`config.mk`:
```
export PLATFORM = sky130hd
export DESIGN_NAME = mod_debounce
export DESIGN_NICKNAME = d
export VERILOG_FILES = /design/src/rtl/mod_debounce_pkg.sv /design/src/rtl/mod_debounce_sync2.sv /design/src/rtl/mod_debounce.sv
export SDC_FILE = /design/constraint.sdc
export NUM_CORES = 1
export LEC_CHECK = 0
export CAP_MARGIN = 0
export CELL_PAD_IN_SITES_DETAIL_PLACEMENT = 0
export CELL_PAD_IN_SITES_GLOBAL_PLACEMENT = 1
export CORE_ASPECT_RATIO = 0.75
export CORE_MARGIN = 1.5
export CORE_UTILIZATION = 40
export DETAILED_ROUTE_END_ITERATION = 8
export PLACE_DENSITY = 0.85
export SLEW_MARGIN = 20
export SYNTH_ARGS = -nofsm -noshare
export SYNTH_HDL_FRONTEND = slang
export SYNTH_SLANG_ARGS = --single-unit
```
`constraint.sdc`:
```
create_clock -name i_clk -period 1.7 [get_ports i_clk]
set_input_delay 0.255 -clock i_clk [delete_from_list [all_inputs] [get_ports i_clk]]
set_output_delay 0.255 -clock i_clk [all_outputs]
set_load 0.005 [all_outputs]
```
`src/rtl/mod_debounce_pkg.sv`:
```
// Shared types and default timing constants for the pushbutton debouncer.
package pkg_debounce;

  // Debounce FSM states: stable levels and their qualification phases.
  typedef enum logic [1:0] {
    UP      = 2'd0,
    WAIT_DN = 2'd1,
    DN      = 2'd2,
    WAIT_UP = 2'd3
  } debounce_state_t;

  // Defaults for the ~100 MHz board PLL clock.
  localparam int unsigned DEBOUNCE_10MS_CYCLES = 1_000_000;
  localparam int unsigned LONG_1S_CYCLES       = 100_000_000;

endpackage

```
`src/rtl/mod_debounce_sync2.sv`:
```
// Generic two-flop synchronizer for asynchronous inputs.
// RST_VAL is the value both stages take during reset, so an idle
// input does not look like an event right after reset.
module mod_sync2 #(
  parameter int unsigned  W       = 1,
  parameter logic [W-1:0] RST_VAL = '0
) (
  input  logic         i_clk,
  input  logic         i_rst,
  input  logic [W-1:0] i_d,
  output logic [W-1:0] o_q
);

  logic [W-1:0] meta_q, meta_d;
  logic [W-1:0] sync_q, sync_d;

  // Next values: shift the input through the two stages.
  always_comb begin
    meta_d = i_d;
    sync_d = meta_q;
  end

  // Synchronizer flops with synchronous reset to the idle value.
  always_ff @(posedge i_clk) begin
    if (i_rst) begin
      meta_q <= RST_VAL;
      sync_q <= RST_VAL;
    end else begin
      meta_q <= meta_d;
      sync_q <= sync_d;
    end
  end

  assign o_q = sync_q;

endmodule

```
`src/rtl/mod_debounce.sv`:
```
// Pushbutton conditioner: synchronize, debounce with a counter-qualified
// FSM, and produce a clean level plus one-cycle press/release/long pulses.
// The long-press counter and o_long are built only when the macro
// DEBOUNCE_LONG_PRESS_EN is defined; otherwise o_long is tied low.
// All outputs are registered.
module mod_debounce
  import pkg_debounce::*;
#(
  parameter int unsigned DEBOUNCE_CYCLES   = DEBOUNCE_10MS_CYCLES,
  parameter int unsigned LONG_PRESS_CYCLES = LONG_1S_CYCLES,
  parameter bit          ACTIVE_LOW        = 1'b1
) (
  input  logic i_clk,
  input  logic i_rst,
  input  logic i_btn,
  output logic o_level,
  output logic o_press,
  output logic o_release,
  output logic o_long
);

  localparam int unsigned    DCW     = $clog2(DEBOUNCE_CYCLES + 1);
  localparam logic [DCW-1:0] DB_LAST = DCW'(DEBOUNCE_CYCLES - 1);

  if (DEBOUNCE_CYCLES < 1) begin : g_bad_debounce
    $error("mod_debounce: DEBOUNCE_CYCLES must be >= 1");
  end
  if (LONG_PRESS_CYCLES < 1) begin : g_bad_long
    $error("mod_debounce: LONG_PRESS_CYCLES must be >= 1");
  end

  logic btn_sync;
  logic s_pressed;

  // Idle pin value is the released level, so reset loads ACTIVE_LOW.
  mod_sync2 #(
    .W      (1),
    .RST_VAL(ACTIVE_LOW)
  ) u_sync (
    .i_clk(i_clk),
    .i_rst(i_rst),
    .i_d  (i_btn),
    .o_q  (btn_sync)
  );

  assign s_pressed = btn_sync ^ ACTIVE_LOW;

  debounce_state_t state_q, state_d;
  logic [DCW-1:0]  cnt_q, cnt_d;
  logic            level_q, level_d;
  logic            press_q, press_d;
  logic            release_q, release_d;

  // State register, debounce counter and registered outputs.
  always_ff @(posedge i_clk) begin
    if (i_rst) begin
      state_q   <= UP;
      cnt_q     <= '0;
      level_q   <= 1'b0;
      press_q   <= 1'b0;
      release_q <= 1'b0;
    end else begin
      state_q   <= state_d;
      cnt_q     <= cnt_d;
      level_q   <= level_d;
      press_q   <= press_d;
      release_q <= release_d;
    end
  end

  // Next state: any opposite sample in a WAIT state falls back to the
  // stable state; the terminal compare ends counting so it never wraps.
  always_comb begin
    state_d = state_q;
    cnt_d   = cnt_q;
    case (state_q)
      UP: begin
        if (s_pressed) begin
          state_d = WAIT_DN;
          cnt_d   = '0;
        end
      end
      WAIT_DN: begin
        if (!s_pressed)            state_d = UP;
        else if (cnt_q == DB_LAST) state_d = DN;
        else                       cnt_d   = cnt_q + DCW'(1);
      end
      DN: begin
        if (!s_pressed) begin
          state_d = WAIT_UP;
          cnt_d   = '0;
        end
      end
      WAIT_UP: begin
        if (s_pressed)             state_d = DN;
        else if (cnt_q == DB_LAST) state_d = UP;
        else                       cnt_d   = cnt_q + DCW'(1);
      end
      default: begin
        state_d = UP;
        cnt_d   = '0;
      end
    endcase
  end

  // Outputs: pulses on accepted transitions; level is pressed in DN/WAIT_UP.
  always_comb begin
    press_d   = (state_q == WAIT_DN) &&  s_pressed && (cnt_q == DB_LAST);
    release_d = (state_q == WAIT_UP) && !s_pressed && (cnt_q == DB_LAST);
    level_d   = (state_d == DN) || (state_d == WAIT_UP);
  end

  assign o_level   = level_q;
  assign o_press   = press_q;
  assign o_release = release_q;

`ifdef DEBOUNCE_LONG_PRESS_EN
  localparam int unsigned    LCW       = $clog2(LONG_PRESS_CYCLES + 1);
  localparam logic [LCW-1:0] LONG_LAST = LCW'(LONG_PRESS_CYCLES - 1);
  localparam logic [LCW-1:0] LONG_SAT  = LCW'(LONG_PRESS_CYCLES);

  logic [LCW-1:0] long_cnt_q, long_cnt_d;
  logic           long_q, long_d;

  // Long counter: cleared on press, advances only in DN, held in WAIT_UP.
  // Saturating above the fire value makes o_long fire once per press.
  always_comb begin
    long_cnt_d = long_cnt_q;
    long_d     = 1'b0;
    if (press_d) begin
      long_cnt_d = '0;
    end else if (state_q == DN) begin
      if (long_cnt_q == LONG_LAST) long_d = 1'b1;
      if (long_cnt_q != LONG_SAT)  long_cnt_d = long_cnt_q + LCW'(1);
    end
  end

  // Long-press counter and pulse register.
  always_ff @(posedge i_clk) begin
    if (i_rst) begin
      long_cnt_q <= '0;
      long_q     <= 1'b0;
    end else begin
      long_cnt_q <= long_cnt_d;
      long_q     <= long_d;
    end
  end

  assign o_long = long_q;
`else
  assign o_long = 1'b0;
`endif

endmodule
```
==> results of run 1 <==
==> where the power goes <==
group | internal, mW | switching (mW)
combinational | 0.0244 | 0.0292
clock | 0.159 | 0.188
sequential | 0.611 | 0.00177
total | 0.795 | 0.219
==> layout make-up <==
type,count,area share (%)
Multi-Input combinational cell,112,47.19
Sequential cell,26,30.24
Timing Repair Buffer,38,16.74
Tap cell,38,2.672
Clock buffer,3,2.321
Inverter,4,0.8439
==> layer usage <==
layer,part of all wire [%],global-route usage (%)
met4,0.33,5.882
met2,48,35.90
met5,0,0
met3,2.3,5.591
met1,49,27.91
==> final timing paths <==
path | from | end | slack [ps] | cells past startpoint
max reg2reg | cnt_q[2] | cnt_q[14] | 40 | 4
min | u_sync.meta_q | u_sync.o_q | 430 | 1
min reg2reg | u_sync.meta_q | u_sync.o_q | 430 | 1
max | cnt_q[2] | cnt_q[14] | 40 | 4
==> stage by stage <==
step	TNS, ps	cells	area [um2]	total power, mW	utilization, %
2_1_floorplan	0	150	1345	0.6560	-
3_3_place_gp	-239.9	213	1603	0.6746	53.07
3_5_place_dp	-1207	213	1603	0.6770	53.07
4_1_cts	0	216	1687	1.015	55.84
5_1_grt	-99.69	221	1779	1.057	58.91
6_report	0	221	1779	1.014	58.91
==> worst reg2reg max path, stage by stage (launching register included) <==
cell and delay, ps:
dfxtp_2 360, nand4_4 140, or3_4 470, or4_4 450
mux2i_1 140
==> cell families (layout without fill, tap and decap cells) <==
group / Yosys count / in the layout / synth area share (%)
multiplexers: 7 / 7 / 5.380
buffers and inverters: 12 / 45 / 4.034
XOR/XNOR: 4 / 4 / 2.690
AND/OR/NAND/NOR: 69 / 69 / 32.76
flip-flops: 26 / 26 / 39.96
AO/OA/AOI/OAI: 30 / 30 / 13.93
adder cells (fa/ha/maj): 1 / 1 / 0.9605
other: 1 / 1 / 0.2879
==> cell usage after synthesis (2+ instances only) <==
cell,instances
dfxtp_1,26
nand4_1,4
o31ai_1,6
nor4b_1,3
and3_1,2
clkbuf_1,4
xnor2_1,3
or4_1,5
a21oi_1,14
nor4_1,3
nor3_1,3
inv_1,4
and4_1,4
or3_1,5
mux2i_1,7
and2_1,3
nand3_1,6
buf_2,3
o21ai_0,5
nand2b_1,7
or2_2,2
nand2_1,14
nor2_1,3
==> sequential cells by signal, summed over array words and instances, names as in the netlist <==
signal,count
cnt_q,20
o_level,1
o_press,1
o_release,1
state_q,1
u_sync.meta_q,1
u_sync.o_q,1
==> cells in the final DEF (no fill, tap or decap), drive strengths merged, types with 2 or more instances in the layout <==
| master | n |
|---|---|
| mux2i | 7 |
| nand4 | 5 |
| and2 | 3 |
| inv | 4 |
| nor4b | 3 |
| and4 | 4 |
| nor3 | 3 |
| xnor2 | 3 |
| nand3 | 6 |
| and3 | 2 |
| buf | 33 |
| o21ai | 5 |
| nor2 | 3 |
| dfxtp | 26 |
| nand2 | 14 |
| clkbuf | 3 |
| a21oi | 14 |
| nand2b | 7 |
| clkdlybuf4s50 | 5 |
| or4 | 6 |
| nor4 | 3 |
| or2 | 2 |
| or3 | 5 |
| o31ai | 6 |
==> repair_timing <==
| item | in CTS | in global routing |
|---|---|---|
| buffers inserted | 0 | 5 |
| setup endpoints to repair | 17 | 16 |
| pin swaps | 1 | 9 |
| gates resized for setup | 9 | 16 |
==> flow_summary.ini, run 1 <==
[routing]
drc = 0
firstDrtPassIters = 4
drt-total-wl_um = 3333
drtAntennaViolNets = 0
drt_iter0_markers = 58
num_vias = 1238
wl_per_cell_um = 15.08
via_per_inst = 5.602

[worst_setup_path]
required_ps = 1860
startpoint_type = flip-flop
crit_type = flip-flop to flip-flop
cp_max_fo = 8
cp_slowest_cell = or3_4
cpPeakStageDelay_ps = 470
critPathCaptureType = flip-flop
path_buf_inv = 0
cpLargestDelayFamily = simple AND/OR/NAND/NOR gates
crit_chain = nand4_4 > or3_4 > or4_4 > mux2i_1
arrival_ps = 1820

[pwr]
p_leak_nw = 0.6292
power_density_nw_per_um2 = 569.7
irDropWorstVdd_mv = 0.4785

[synth]
synth_fp_nets = 154
syn_area_per_cell_um2 = 8.683
synth_area_um2 = 1302
synthDistinctLibCells = 37
synth_edf_count = 0
synth_ff_type = dfxtp_1
synthArstFlopShare_pct = 0
ys_seq_area_share_pct = 39.96
ys_ff_latch = 26
yosysTopAreaCellShare_pct = 39.96
synthCells = 150
ys_top_cells_by_area = dfxtp_1 40%, a21oi_1 5.4%, mux2i_1 5.4%, nand2_1 4.0%, o31ai_1 3.5%
netlist.top_cell.by_area = dfxtp_1
synth_warnings = 0

[floorplan]
fp-row-count = 17
dieArea_um2 = 3611
start_util_pct = 43.12
die_h_um = 52.42
die_x_um = 68.89
io_pins = 7
core_area_um2 = 3020

[layout]
final_layout_size_suffix_gt1_share_pct = 38.80
final_nets = 189
multi_input_area_um2 = 839.6
num_antenna_cells = 0
final-seq-area_um2 = 538.0
nFillCells = 259
syn_to_final_growth_pct = 36.60

[clock_tree]
numCtsBuffers = 3
cts_tree = built
clk_latency_ps = 270
htree_levels = 1
hold_buffers = 0
clock-sinks = 26
clk_pin_slew_worst_paths_ps = 80
clock-root-buffer = clkbuf_8
cts_max_path_buffers = 2

[sta]
finalSetupViolations = 0
whs_ps = 428.9
rsz0062_at_grt = true
finClkSkew_ps = 4.979
slew_violations = 0
fin_ws_ps = 37.97
max_freq_ghz = 0.6017
fin_crit_ps = 1662
hold_viol = 0
fin_crit_sh_pct = 97.77

[global_route]
grt_usage_pct = 21.70
antenna_found_initial = 0
grt_pass1_wl_um = 5713
grt_max_degree = 14
grt_overflow = 0
grt_pass1_vias = 1248

[outcome]
status = finished, final reports clean

[placement]
hpwl_um = 2475
dpl_worst_slack_ps = -204.9
port-buffer-count = 5
gp_congestion = 0.8676

[job]
cap_violations = 0

[worst_hold_path]
holdCritPathClass = flip-flop to flip-flop
(Power assumes the default switching activity.)
==> run 2, diff against run 1 <==
--- a/config.mk
+++ b/config.mk
@@ -11,6 +11,7 @@
 export CORE_ASPECT_RATIO = 0.75
 export CORE_MARGIN = 1.5
 export CORE_UTILIZATION = 40
+export CTS_CLUSTER_DIAMETER = 50
 export DETAILED_ROUTE_END_ITERATION = 8
 export PLACE_DENSITY = 0.85
 export SLEW_MARGIN = 20
==> results of run 2 <==
Final layout, timing and power as in run 1 (identical DEF).
